===== src/rtl/burst_loop_tx_pkg.sv =====
// Shared definitions for the burst loopback initiator, the burst buffer
// and their benches.
package burst_loop_tx_pkg;

    localparam int BURST_DW      = 8;
    localparam int BURST_NBEAT   = 4;
    localparam int BURST_TIMEOUT = 16;

    typedef enum logic [2:0] {
        ST_IDLE = 3'd0,
        ST_SEND = 3'd1,
        ST_WAIT = 3'd2,
        ST_RECV = 3'd3,
        ST_DONE = 3'd4
    } burst_state_e;

endpackage


===== src/rtl/burst_loop_tx_piso.sv =====
// NBEAT x DW parallel-load, shift-out register. The shift is a rotation,
// so after NBEAT shifts the register holds the loaded word again and
// doubles as the shadow copy used for the replay comparison.
module burst_piso #(
    parameter int DW    = 8,
    parameter int NBEAT = 4,
    localparam int W    = DW * NBEAT,
    localparam int BW   = $clog2(NBEAT) + 1
) (
    input  logic          CLK,
    input  logic          RST,
    input  logic          load,
    input  logic          shift,
    input  logic [W-1:0]  word_in,
    output logic [DW-1:0] beat,
    output logic [W-1:0]  word,
    output logic [BW-1:0] beat_idx
);

    localparam logic [BW-1:0] LAST_BEAT = BW'(NBEAT - 1);

    logic [W-1:0]  sh;
    logic [BW-1:0] idx;

    // Load the word, then rotate one beat per shift; index saturates at the last beat.
    always_ff @(posedge CLK or posedge RST) begin
        if (RST) begin
            sh  <= '0;
            idx <= '0;
        end else if (load) begin
            sh  <= word_in;
            idx <= '0;
        end else if (shift) begin
            sh  <= {sh[DW-1:0], sh[W-1:DW]};
            idx <= (idx == LAST_BEAT) ? idx : idx + 1'b1;
        end
    end

    assign beat     = sh[DW-1:0];
    assign word     = sh;
    assign beat_idx = idx;

endmodule


===== src/rtl/burst_loop_tx.sv =====
// Loopback initiator: sends an NBEAT-beat burst, waits for the reversed
// replay, reassembles it and reports match / mismatch / timeout.
module burst_loop_tx
    import burst_loop_tx_pkg::*;
#(
    parameter int DW      = BURST_DW,
    parameter int NBEAT   = BURST_NBEAT,
    parameter int TIMEOUT = BURST_TIMEOUT,
    localparam int W      = DW * NBEAT
) (
    input  logic          CLK,
    input  logic          RST,
    input  logic          start,
    input  logic [W-1:0]  word_in,
    output logic          ready,
    output logic [DW-1:0] tx_data,
    output logic          tx_en,
    input  logic [DW-1:0] rx_data,
    input  logic          rx_en,
    output logic [W-1:0]  rx_word,
    output logic          done,
    output logic          match,
    output logic          timeout,
    output logic [2:0]    fsm_state
);

    localparam int BW = $clog2(NBEAT) + 1;
    localparam int TW = $clog2(TIMEOUT) + 1;

    localparam logic [2:0] IDLE = ST_IDLE;
    localparam logic [2:0] SEND = ST_SEND;
    localparam logic [2:0] WAIT = ST_WAIT;
    localparam logic [2:0] RECV = ST_RECV;
    localparam logic [2:0] DONE = ST_DONE;

    localparam logic [BW-1:0] LAST_BEAT  = BW'(NBEAT - 1);
    localparam logic [TW-1:0] WAIT_LIMIT = TW'(TIMEOUT);

    // Handshake: start is accepted only in a cycle with ready=1; tx_en frames
    // exactly NBEAT consecutive beats; rx_en frames the replay, one beat per
    // cycle while high; done pulses for one cycle with match/timeout valid.

    logic [2:0]    state;
    logic [BW-1:0] rx_cnt;
    logic [TW-1:0] wait_cnt;
    logic          timeout_q;
    logic          short_q;
    logic [BW-1:0] slot;

    logic          piso_load;
    logic          piso_shift;
    logic [DW-1:0] piso_beat;
    logic [W-1:0]  piso_word;
    logic [BW-1:0] piso_idx;

    assign piso_load  = (state == IDLE) && start;
    assign piso_shift = (state == SEND);

    burst_piso #(
        .DW    (DW),
        .NBEAT (NBEAT)
    ) u_piso (
        .CLK      (CLK),
        .RST      (RST),
        .load     (piso_load),
        .shift    (piso_shift),
        .word_in  (word_in),
        .beat     (piso_beat),
        .word     (piso_word),
        .beat_idx (piso_idx)
    );

    // Replay beat k lands in slot NBEAT-1-k so a correct echo rebuilds the word.
    assign slot = LAST_BEAT - rx_cnt;

    // Transaction FSM with replay capture, wait counter and result flags.
    always_ff @(posedge CLK or posedge RST) begin
        if (RST) begin
            state     <= IDLE;
            rx_word   <= '0;
            rx_cnt    <= '0;
            wait_cnt  <= '0;
            timeout_q <= 1'b0;
            short_q   <= 1'b0;
        end else begin
            case (state)
                IDLE: begin
                    if (start) begin
                        state     <= SEND;
                        rx_word   <= '0;
                        rx_cnt    <= '0;
                        wait_cnt  <= '0;
                        timeout_q <= 1'b0;
                        short_q   <= 1'b0;
                    end
                end
                SEND: begin
                    if (piso_idx == LAST_BEAT) begin
                        state <= WAIT;
                    end
                end
                WAIT: begin
                    if (rx_en) begin
                        rx_word[(NBEAT-1)*DW +: DW] <= rx_data;
                        rx_cnt <= BW'(1);
                        state  <= RECV;
                    end else if (wait_cnt + 1'b1 == WAIT_LIMIT) begin
                        timeout_q <= 1'b1;
                        state     <= DONE;
                    end else begin
                        wait_cnt <= wait_cnt + 1'b1;
                    end
                end
                RECV: begin
                    if (rx_en) begin
                        rx_word[int'(slot)*DW +: DW] <= rx_data;
                        rx_cnt <= rx_cnt + 1'b1;
                        if (rx_cnt == LAST_BEAT) begin
                            state <= DONE;
                        end
                    end else begin
                        short_q <= 1'b1;
                        state   <= DONE;
                    end
                end
                DONE: begin
                    state <= IDLE;
                end
                default: begin
                    state <= IDLE;
                end
            endcase
        end
    end

    assign ready     = (state == IDLE);
    assign tx_en     = (state == SEND);
    assign tx_data   = tx_en ? piso_beat : '0;
    assign done      = (state == DONE);
    assign timeout   = timeout_q;
    assign match     = done && !short_q && !timeout_q && (rx_word == piso_word);
    assign fsm_state = state;

endmodule


===== config.mk =====
export PLATFORM = sky130hd
export DESIGN_NAME = burst_loop_tx
export DESIGN_NICKNAME = d
export VERILOG_FILES = /design/src/rtl/burst_loop_tx_pkg.sv /design/src/rtl/burst_loop_tx_piso.sv /design/src/rtl/burst_loop_tx.sv
export SDC_FILE = /design/constraint.sdc
export NUM_CORES = 1
export LEC_CHECK = 0
export BUFFER_PORTS_ARGS = -buffer_cell sky130_fd_sc_hd__buf_2
export CAP_MARGIN = 0
export CORE_ASPECT_RATIO = 0.75
export CORE_UTILIZATION = 40
export DETAILED_ROUTE_END_ITERATION = 10
export PLACE_DENSITY = 0.58
export SYNTH_ARGS = -nofsm -noshare
export SYNTH_HDL_FRONTEND = slang
export SYNTH_SLANG_ARGS = --single-unit

===== constraint.sdc =====
create_clock -name CLK -period 7.5 [get_ports CLK]
set_input_delay 1.5 -clock CLK [delete_from_list [all_inputs] [get_ports CLK]]
set_output_delay 1.5 -clock CLK [all_outputs]
set_load 0.005 [all_outputs]

# --- Word-level counts from Yosys, hierarchy flattened ---
# Cells that the tools add are included.
word_totals:
  reg_bits: 80
  input_bits: 44
  out_inout_bits: 48
classes:
  mux: 33
  n_addsub: 5
  shifts: 2
  n_eq_ne: 19
  reduce_logical: 18
ops:
  columns: ["operator", "n"]
  rows:
  - ["$mux 32", 4]
  - ["$pmux 24 s2", 1]
  - ["$mux 3", 12]
  - ["$neg 6->33", 1]
  - ["$shift 8x33->32 const A", 1]
  - ["$shiftx 8x33->32", 1]
  - ["$bwmux 32", 1]
  - ["$eq 32x32->1", 1]
  - ["$pmux 8 s3", 1]
  - ["$mux 8", 2]
  - ["$ne 2x2->1 const B", 8]
  - ["$reduce_and 4->1", 4]
  - ["$mux 5", 3]
  - ["$eq 3x2->1 const B", 4]
  - ["$pmux 3 s4", 1]
  - ["$pmux 5 s2", 1]
  - ["$pmux 3 s3", 1]
  - ["$add 3x1->3 const B", 2]
  - ["$ne 3x3->1 const B", 2]
  - ["$reduce_and 3->1", 2]
  - ["$reduce_bool 2->1", 3]
  - ["$add 5x1->5 const B", 1]
  - ["$eq 5x5->1 const B", 1]
  - ["$logic_and 1x1->1", 4]
  - ["10 further kinds", 15]

# --- Logic depth before layout (Yosys ltp) ---
# Gate-level depths: netlist of the first run.
logic_depth:
  ltp_word: 6
  mapped_depth: 8
  mapped_depth_nobuf: 7

# --- Cells and area by module ---
# Synthesis of the first run repeated with hierarchy kept, for this count alone.
hier_totals:
  hier_cells: 405
  hier_area_um2: 4205.3
modules_own_cells:
  columns: ["module", "seq_area_each_um2", "area_each_um2", "cells_each", "n_inst"]
  rows:
  - ["burst_loop_tx", 1126.1, 2491.1, 244, 1]
  - ["burst_piso", 875.8, 1714.1, 161, 1]

# --- Worst setup path after synthesis of the first run ---
# Ideal clock, no wire load.
synth_path:
  path_kind: "register to output"
  from: "register state[1] (netlist: fsm_state[1])"
  to: "output port tx_en"
  t_arrival_ns: 1.292
  required_time_ns: 6.000
  n_path_buf: 4
  stages_incl_launch_ff: 7
  slack_ns: 4.708
  path_cell_list: "dfrtp_1 buf_6 or2_1 buf_2 inv_2 buf_4 buf_2"
synth_between:
  elab_chain_cells: 1
synth_lines:
  columns: ["element", "line_no", "source"]
  rows:
  - ["from (decl)", "burst_loop_tx.sv:43", "logic [2:0] state;"]
  - ["from (signal assigned)", "burst_loop_tx.sv:79", "state <= IDLE;"]
  - ["from (signal assigned)", "burst_loop_tx.sv:89", "state <= SEND;"]
  - ["from (signal assigned)", "burst_loop_tx.sv:99", "state <= WAIT;"]
  - ["$eq 3x1->1", "burst_loop_tx.sv:137", "assign tx_en = (state == SEND);"]
  - ["to (decl)", "burst_loop_tx.sv:17", "output logic tx_en,"]
# No other way between the ends.

# --- Worst setup path after layout of the first run ---
layout_path:
  from: "register state[0] (netlist: fsm_state[0])"
  to: "output port tx_data[1]"
layout_between:
  elab_chain_cells: 2
layout_lines:
  columns: ["element", "line_no", "source"]
  rows:
  - ["$eq 3x1->1", "burst_loop_tx.sv:137", null]
  - ["$mux 8", "burst_loop_tx.sv:138", "assign tx_data = tx_en ? piso_beat : '0;"]
  - ["to (decl)", "burst_loop_tx.sv:16", "output logic [DW-1:0] tx_data,"]
# No other way between the ends.

==> impl_metrics.ini, run 1 <==
[setup_path]
cpPeakStageDelay_ps = 730
path_buf_inv = 2
cpMaxStageDelayCell = dfrtp_1
worstSetupStartpointType = flip-flop
path_cells = nand2b_1 -> or2_1 -> inv_2 -> and2_1 -> buf_2
critical_path_class = flip-flop to primary output
cp.required_ps = 6000
arrival_ps = 2580
crit_family = simple AND/OR/NAND/NOR gates
crit_start = fsm_state[0]$_DFFE_PP0P_
regToRegStartpoint = fsm_state[1]$_DFFE_PP0P_
critical_path.max_fanout = 34
endpoint_kind = primary output

[logic_synthesis]
avgSynthCellArea_um2 = 9.91
synth_seq_area_share = 0.482
yosys_warnings = 0
synth_area_leaders = dfrtp_1 48%, nand2_1 7.9%, xnor2_1 6.5%
synth_edf_count = 0
ys_async_sr_fraction = 1.00
yosysTopAreaCell = dfrtp_1
synth_seq_cells = 80
syn_inst = 419
syn_nets = 468
synth_flop_cell = dfrtp_1
synth_top_area_frac = 0.482
synth.distinct_cells = 58
syn-cell-area_um2 = 4150

[clocking]
cts.repair.resized = 0
path_clk_slew_ps = 60
cts.sinks = 80
post_cts.repair.setup_buffers = 0
clockBufferDepth = 2
htreeDepth = 3
cts_root_buffer = clkbuf_16
numCtsBuffers = 9
ctsHoldBuffers = 0
worstSkewPairLatency_ps = 340
cts_tree = yes

[floorplanning]
die_w_um = 120
initial_core_util = 0.422
core_area_um2 = 9850
ios = 92
fp.dieArea_um2 = 10800
fp.dieH_um = 90.2
rows = 31

[sta]
holdWs_ps = 514
finalCritPeriodShare = 0.544
layout_setup_ws_ps = 3420
finalCriticalPeriod_ps = 4080
slew_viol_final = 0
fmax_mhz = 245
hold_viol = 0
finalSetupTns_ps = 0
rsz0062_at_grt = no
relSlewSlack = 0.291
tightest_slew_ps = 1060
finalSetupViolCount = 0
fin_skew_ps = 3.71

[place]
pre_cts_slack_ps = 3780
hpwlAfterDp_um = 8290
place_congestion = 0.843
port_buffers = 91
placed_cell_area_um2 = 4660
dp_cells = 624

[cells_and_area]
finalNonFillerCells = 639
final_nets = 552
syn_to_final_growth_pct = 20.0
layout-drive-gt1-share = 0.254
final_util = 0.506
diodes = 0
final_area_um2 = 4980

[pwr]
leakage_nw = 2.34
power_mw = 2.04
p_per_area_nw_per_um2 = 410
ir_drop_uv = 153

[global_routing]
grt_max_degree = 81
grt_pass1_wl_um = 18200
antenna_found_initial = 0
grt_usage = 0.222
grt-ovfl-total = 0
grt_pass1_vias = 3414

[drt]
wirelength_um = 11300
viasPerCell = 5.38
drt_iter0_drc = 278
vias = 3441
drt_first_pass_iters = 4
drc = 0
avgRoutedWirePerCell_um = 17.6
postRouteAntennaNets = 0

[worst_hold_path]
hp-start = u_piso.beat_idx[2]$_DFFE_PP0P_
hold_path.class = flip-flop to flip-flop

[status]
outcome = finished, final reports clean

[job]
drv_cap = 0
[kinds of logic after synthesis]
| group | count (synthesis) | share of synthesized area |
|---|---|---|
| simple gates | 155 | 0.192 |
| compound gates | 102 | 0.176 |
| flops | 80 | 0.482 |
| buf+inv | 36 | 0.0452 |
| xor+xnor | 32 | 0.0675 |
| mux | 9 | 0.0229 |
| fa+ha+maj | 5 | 0.0151 |
[cell type report]
| type | count | area, um^2 |
|---|---|---|
| Fill cell | 957 | 4870 |
| Multi-Input combinational cell | 303 | 1960 |
| Timing Repair Buffer | 93 | 470 |
| Tap cell | 132 | 165 |
| Clock buffer | 10 | 239 |
| Sequential cell | 80 | 2000 |
| Inverter | 16 | 61.3 |
| Clock inverter | 5 | 81.3 |
[Yosys cell counts (2+ instances only)]
library cell   n
buf_4          3
nor2_2         3
and2_1        10
buf_6          4
mux2i_1        8
nor2_1        12
nand3_1        6
a31oi_1        9
or3_1          2
o2bb2ai_1      3
o21ai_0       17
dfrtp_1       80
a22oi_1       23
nand2_1       87
o21bai_4       2
o31ai_1        2
a22o_1        12
a21oi_1       13
a32o_1         3
o21ai_1        8
nor3_1         3
ha_1           5
inv_1         15
nand2b_1       2
buf_2          9
or2_1          3
clkbuf_1       4
xnor2_1       31
nor4_1         3
and3_1         2
nand4_1        8
[final timing paths]
check	to	slack (ps)	cells after the start
max	tx_data[1]	3420	5
min	u_piso.beat_idx[2]$_DFFE_PP0P_	510	2
max reg2reg	u_piso.word[10]$_DFFE_PP0P_	4790	5
min reg2reg	u_piso.beat_idx[2]$_DFFE_PP0P_	510	2
max in group asynchronous	u_piso.word[11]$_DFFE_PP0P_	5330	3
min in group asynchronous	rx_cnt[0]$_DFFE_PP0P_	1430	3
[worst reg2reg max path: stages, from the launching register on]
cell	delay, ps
dfrtp_1	740
or2_1	600
inv_2	420
nor2_2	650
nand2_1	140
nand2_1	100
[layer usage]
| layer | routed length, um | part of all wire | vias to the layer above | track usage |
|---|---|---|---|---|
| li1 | - | - | 1639 | - |
| met3 | 733 | 0.065 | 11 | 0.0717 |
| met4 | 149 | 0.013 | 0 | 0.0646 |
| met2 | 5290 | 0.47 | 98 | 0.330 |
| met1 | 5110 | 0.45 | 1693 | 0.306 |
| met5 | 0 | 0 | - | 0 |
[flip-flops by register name, indices dropped and copies added, names as in the netlist]
name	flops
timeout	1
wait_cnt	5
rx_word	32
u_piso.beat_idx	3
rx_cnt	3
short_q	1
fsm_state	3
u_piso.word	32
[cell usage in the layout, fill, tap and decap left out, drive strengths merged, types with 2 or more instances in the layout]
cell     Yosys  final
a21oi       15     15
a22o        13     13
a22oi       23     23
a31oi        9      9
a32o         3      3
and2        10     10
and3         2      2
buf         16     93
bufinv       0      2
clkbuf       4     10
clkinv       0      3
dfrtp       80     80
ha           5      5
inv         16     15
mux2i        8      8
nand2       87     87
nand2b       2      2
nand3        6      6
nand4        8      8
nor2        16     16
nor2b        2      2
nor3         3      3
nor4         4      4
nor4b        2      2
o21a         2      2
o21ai       25     25
o21bai       2      2
o2bb2ai      3      3
o31ai        2      2
or2          4      4
or3          2      2
or3b         2      2
xnor2       31     31
[report_power, final]
| group | switching (mW) | internal [mW] | total (mW) |
|---|---|---|---|
| Combinational | 0.456 | 0.347 | 0.803 |
| Sequential | 0.190 | 0.575 | 0.765 |
| Clock | 0.176 | 0.299 | 0.474 |
| Total | 0.822 | 1.22 | 2.04 |
(Power assumes the default switching activity.)
==> inputs of run 2 (changes only) <==
--- a/config.mk
+++ b/config.mk
@@ -10,7 +10,7 @@
 export CORE_ASPECT_RATIO = 0.75
 export CORE_UTILIZATION = 40
 export DETAILED_ROUTE_END_ITERATION = 10
-export PLACE_DENSITY = 0.58
+export PLACE_DENSITY = 0.6
 export SYNTH_ARGS = -nofsm -noshare
 export SYNTH_HDL_FRONTEND = slang
 export SYNTH_SLANG_ARGS = --single-unit
==> constraint.sdc (replaced) <==
create_clock -name CLK -period 3.3 [get_ports CLK]
set_input_delay 0.66 -clock CLK [delete_from_list [all_inputs] [get_ports CLK]]
set_output_delay 0.66 -clock CLK [all_outputs]
set_load 0.005 [all_outputs]
==> run 2 against run 1 <==
Compared with the run above:
- register-to-register slack got worse by 4100 ps
- largest power group unchanged
- power rose by 130%
- critical path type unchanged
- largest cell class unchanged
- non-clock buffer count rose by 3
- critical path depth did not move
- highest routed layer is now met5
- core utilization rose by 0.36 points
- final cell count rose by 0.63%
==> impl_metrics.ini, run 2 (synthesis gave the netlist of run 1 again) <==
[pwr]
seqPwrFrac = 0.358
power_mw = 4.69
leakage_nw = 2.36
power_frac_comb = 0.412
clock_power_share = 0.230
p_per_area_nw_per_um2 = 936
switching_share = 0.406
p_int_mw = 2.79
switchingPower_mw = 1.90
ir_drop_uv = 430

[place]
port_buffers = 91
hpwlAfterDp_um = 8490
placed_cell_area_um2 = 4700
place_congestion = 0.818

[cells_and_area]
fill_cells = 910
final_util = 0.509
final_common_cell = buf_2
final_cell_mix = 91 x buf_2, 87 x nand2_1, 80 x dfrtp_1
layout-drive-gt1-share = 0.258
final_area_um2 = 5020
multi_input_area_um2 = 1960
register_area_um2 = 2000
syn_to_final_growth_pct = 20.8
final_nets = 555
diodes = 0

[sta]
finalSetupViolCount = 0
tightest_slew_ps = 777
slew_viol_final = 0
finalSetupTns_ps = 0
rsz0062_at_grt = no
finalCriticalPeriod_ps = 3060
finalCritPeriodShare = 0.926
fmax_mhz = 327
relSlewSlack = 0.481
fin_skew_ps = 6.65
hold_viol = 0

[floorplanning]
ios = 92
fp.dieArea_um2 = 10800
die_w_um = 120
rows = 31
initial_core_util = 0.422
core_area_um2 = 9850
fp.dieH_um = 90.2

[drt]
postRouteAntennaNets = 0
drt_first_pass_iters = 5
drt_iter0_drc = 236
drc = 0
avgRoutedWirePerCell_um = 17.8
viasPerCell = 5.40
vias = 3470
wirelength_um = 11400

[clocking]
numCtsBuffers = 9
cts.sinks = 80
htreeDepth = 3
cts_tree = yes
ctsHoldBuffers = 0
worstSkewPairLatency_ps = 340
clockBufferDepth = 2
post_cts.repair.setup_buffers = 0
cts_root_buffer = clkbuf_16
cts.repair.resized = 0
path_clk_slew_ps = 60

[global_routing]
grt-ovfl-total = 0
antenna_found_initial = 1
grt_max_degree = 43
grt_pass1_vias = 3273
grt_pass1_wl_um = 18400
grt_usage = 0.226

[job]
drv_cap = 0

[setup_path]
r2r_slack_ps = 700
critical_path.max_fanout = 22
worstSetupStartpointType = flip-flop
arrival_ps = 2400
endpoint_kind = primary output
critical_path_class = flip-flop to primary output
cp.required_ps = 2640

[worst_hold_path]
hold_path.class = input port to asynchronous set/reset pin

[status]
outcome = finished, final reports clean
-- run 2: final cells by class --
type / instances / area share
flip-flops and latches: 80 / 0.399
repair buffers: 96 / 0.101
clock inverters: 6 / 0.0182
well taps: 132 / 0.0329
inverters: 16 / 0.0122
multi-input cells: 303 / 0.391
clock buffers: 10 / 0.0456
-- run 2: worst max-delay path: stages (launching register included) --
cell,delay [ps]
dfrtp_1,600
nand2b_1,200
or2_1,520
inv_2,330
and2_1,280
buf_2,130
-- run 2: path summary, 6_finish.rpt --
path,startpoint,depth (start not counted),endpoint
min,RST,2,rx_cnt[1]$_DFFE_PP0P_
max in group asynchronous,RST,3,u_piso.word[1]$_DFFE_PP0P_
max reg2reg,fsm_state[2]$_DFFE_PP0P_,6,u_piso.word[10]$_DFFE_PP0P_
min in group CLK,u_piso.beat_idx[2]$_DFFE_PP0P_,2,u_piso.beat_idx[2]$_DFFE_PP0P_
min reg2reg,u_piso.beat_idx[2]$_DFFE_PP0P_,2,u_piso.beat_idx[2]$_DFFE_PP0P_
max,fsm_state[2]$_DFFE_PP0P_,5,tx_data[2]
-- run 2: stage by stage --
step | setup WS, ps | hold slack (ps) | std cells
2_1_floorplan | 588 | 463 | 419
3_3_place_gp | 693 | 482 | 627
3_5_place_dp | 619 | 492 | 627
4_1_cts | 231 | 428 | 643
5_1_grt | 19.4 | 468 | 643
6_report | 243 | 407 | 643
-- run 2: power groups by stage --
| stage | Clock, mW | Combinational, mW | Sequential (mW) |
|---|---|---|---|
| floorplan | 0 | 1.51 | 1.57 |
| global placement | 0 | 1.87 | 1.69 |
| detailed placement | 0 | 1.93 | 1.70 |
| CTS | 1.09 | 1.94 | 1.69 |
| global route | 1.14 | 2.17 | 1.72 |
| finish | 1.08 | 1.93 | 1.68 |
-- run 2: routing by layer --
metal  global-route usage  share of wire  vias up
li1                     -              -     1639
met5                    0         0.0010        -
met3               0.0596          0.066       12
met2                0.340           0.47      121
met1                0.322           0.45     1696
met4               0.0573          0.011        2
==> inputs of run 3 (changes only) <==
--- a/config.mk
+++ b/config.mk
@@ -5,12 +5,13 @@
 export SDC_FILE = /design/constraint.sdc
 export NUM_CORES = 1
 export LEC_CHECK = 0
+export ABC_AREA = 1
 export BUFFER_PORTS_ARGS = -buffer_cell sky130_fd_sc_hd__buf_2
 export CAP_MARGIN = 0
 export CORE_ASPECT_RATIO = 0.75
 export CORE_UTILIZATION = 40
 export DETAILED_ROUTE_END_ITERATION = 10
-export PLACE_DENSITY = 0.6
+export PLACE_DENSITY = 0.57
 export SYNTH_ARGS = -nofsm -noshare
 export SYNTH_HDL_FRONTEND = slang
 export SYNTH_SLANG_ARGS = --single-unit
==> constraint.sdc (replaced) <==
create_clock -name CLK -period 3.47 [get_ports CLK]
set_input_delay 0.694 -clock CLK [delete_from_list [all_inputs] [get_ports CLK]]
set_output_delay 0.694 -clock CLK [all_outputs]
set_load 0.005 [all_outputs]
==> run 3 against run 2 <==
Compared with the run above:
- via count up 23%
- hold slack better by 15 ps
- core utilization down 1.1 points
- sequential cell count unchanged
- sequential power down 12%
- synthesized cell count up 42%
- routed wire length up 21%
- sequential share of layout area down 1.7 points
- power down 5.4%
- combinational power up 8%
==> impl_metrics.ini, run 3 <==
[drt]
wl_met2_um = 5870
drc = 0
postRouteAntennaNets = 0
highest_layer = met4
avgRoutedWirePerCell_um = 16.9
drt_first_pass_iters = 5
viasPerCell = 5.19
wl_met3_um = 1010
drt_iter0_drc = 406
wl_met1_um = 6870
vias = 4259
wirelength_um = 13900

[logic_synthesis]
yosysTopAreaCell = dfrtp_1
synth_seq_area_share = 0.450
synth.distinct_cells = 32
synth_flop_cell = dfrtp_1
synth_area_leaders = dfrtp_1 45%, nand2_1 17%, inv_1 6.5%
synth_edf_count = 0
syn_inst = 593
avgSynthCellArea_um2 = 7.51
ys_async_sr_fraction = 1.00
syn-cell-area_um2 = 4450
synth_seq_cells = 80
syn_nets = 642
ys_top_cells_by_count = 201 x nand2_1, 80 x dfrtp_1, 77 x inv_1, 48 x nor2_1, 45 x o21ai_0
synth_most_common_cell = nand2_1
synth_top_area_frac = 0.450
yosys_warnings = 0

[pwr]
ir_drop_uv = 266
power_mw = 4.44
leakage_nw = 2.76
p_per_area_nw_per_um2 = 847

[floorplanning]
fp.dieArea_um2 = 11600
initial_core_util = 0.423
rows = 32
fp.dieH_um = 93.4
core_area_um2 = 10500
ios = 92
die_w_um = 124

[setup_path]
critical_path.max_fanout = 42
r2r_slack_ps = 1320
arrival_ps = 1770
endpoint_kind = primary output
path_cells = inv_4 -> nor3_4 -> inv_2 -> nor2_1 -> buf_2
cpMaxStageDelayCell = inv_2
critical_path_class = flip-flop to primary output
regToRegStartpoint = fsm_state[0]$_DFFE_PP0P_
worstSetupStartpointType = flip-flop
crit_start = fsm_state[0]$_DFFE_PP0P_
cp.required_ps = 2780
cpPeakStageDelay_ps = 520

[cells_and_area]
multi_input_area_um2 = 2010
syn_to_final_growth_pct = 17.8
diodes = 0
finalNonFillerCells = 821
fill_cells = 1066
final_cell_mix = 201 x nand2_1, 91 x buf_2, 80 x dfrtp_1
final_nets = 729
final_util = 0.498
final_common_cell = nand2_1
final_area_um2 = 5250
layout-drive-gt1-share = 0.194
register_area_um2 = 2000

[job]
drv_cap = 0

[clocking]
cts_root_buffer = clkbuf_16
cts.repair.resized = 0
post_cts.repair.setup_buffers = 0
cts.sinks = 80
worstSkewPairLatency_ps = 350
cts_tree = yes
path_clk_slew_ps = 70
numCtsBuffers = 9
ctsHoldBuffers = 0
htreeDepth = 3
clockBufferDepth = 2

[global_routing]
grt-ovfl-total = 0
grt_pass1_vias = 3992
grt_max_degree = 46
antenna_found_initial = 0
grt_pass1_wl_um = 21600
grt_usage = 0.257

[sta]
rsz0062_at_grt = no
finalSetupViolCount = 0
tightest_slew_ps = 697
fmax_mhz = 407
finalCritPeriodShare = 0.709
holdWs_ps = 423
slew_viol_final = 0
layout_setup_ws_ps = 1010
hold_viol = 0
relSlewSlack = 0.535
finalSetupTns_ps = 0
fin_skew_ps = 10.9
finalCriticalPeriod_ps = 2460

[place]
dp_cells = 805
place_congestion = 0.862
hpwlAfterDp_um = 10200
pre_cts_slack_ps = 1340
placed_cell_area_um2 = 4980
port_buffers = 91

[status]
outcome = finished, final reports clean

[worst_hold_path]
hold_path.class = input port to asynchronous set/reset pin
-- run 3: where the power goes --
part | total [mW] | internal [mW] | switching [mW]
combinational | 2.08 | 0.667 | 1.41
sequential | 1.48 | 1.24 | 0.240
clock | 0.884 | 0.487 | 0.397
total | 4.44 | 2.40 | 2.05
-- run 3: path summary, 6_finish.rpt --
kind                                              end  cells after the start
max                                        tx_data[7]                      5
min in group CLK                rx_cnt[2]$_DFFE_PP0P_                      2
min                           rx_word[30]$_DFFE_PP0P_                      2
max reg2reg                u_piso.word[6]$_DFFE_PP0P_                      5
min reg2reg                     rx_cnt[2]$_DFFE_PP0P_                      2
max in group asynchronous  u_piso.word[2]$_DFFE_PP0P_                      3
-- run 3: kinds of logic (layout without fill, tap and decap cells) --
| family | after synthesis | count (layout) | share of synthesized area |
|---|---|---|---|
| xor+xnor | 5 | 5 | 0.00984 |
| buf+inv | 100 | 192 | 0.0987 |
| simple gates | 298 | 298 | 0.289 |
| compound gates | 105 | 105 | 0.139 |
| flops | 80 | 80 | 0.450 |
| fa+ha+maj | 5 | 5 | 0.0141 |
-- run 3: critical path: cells and delay by family (launching register included) --
family | cells | cell delay [ps]
buffers and inverters | 3 | 810
DFF | 1 | 460
and+or+nand+nor | 2 | 140
-- run 3: layout make-up --
cell class | instances | share of cell area
Clock buffer | 12 | 0.0451
Clock inverter | 4 | 0.00596
Inverter | 84 | 0.0608
Multi-Input combinational cell | 413 | 0.383
Sequential cell | 80 | 0.382
Tap cell | 136 | 0.0324
Timing Repair Buffer | 92 | 0.0906
-- run 3: metal layers --
metal  global-route usage  vias to the layer above
li1                     -                     2077
met1                0.383                     2024
met2                0.372                      146
met4               0.0522                        0
met5                    0                        -
met3               0.0628                       12
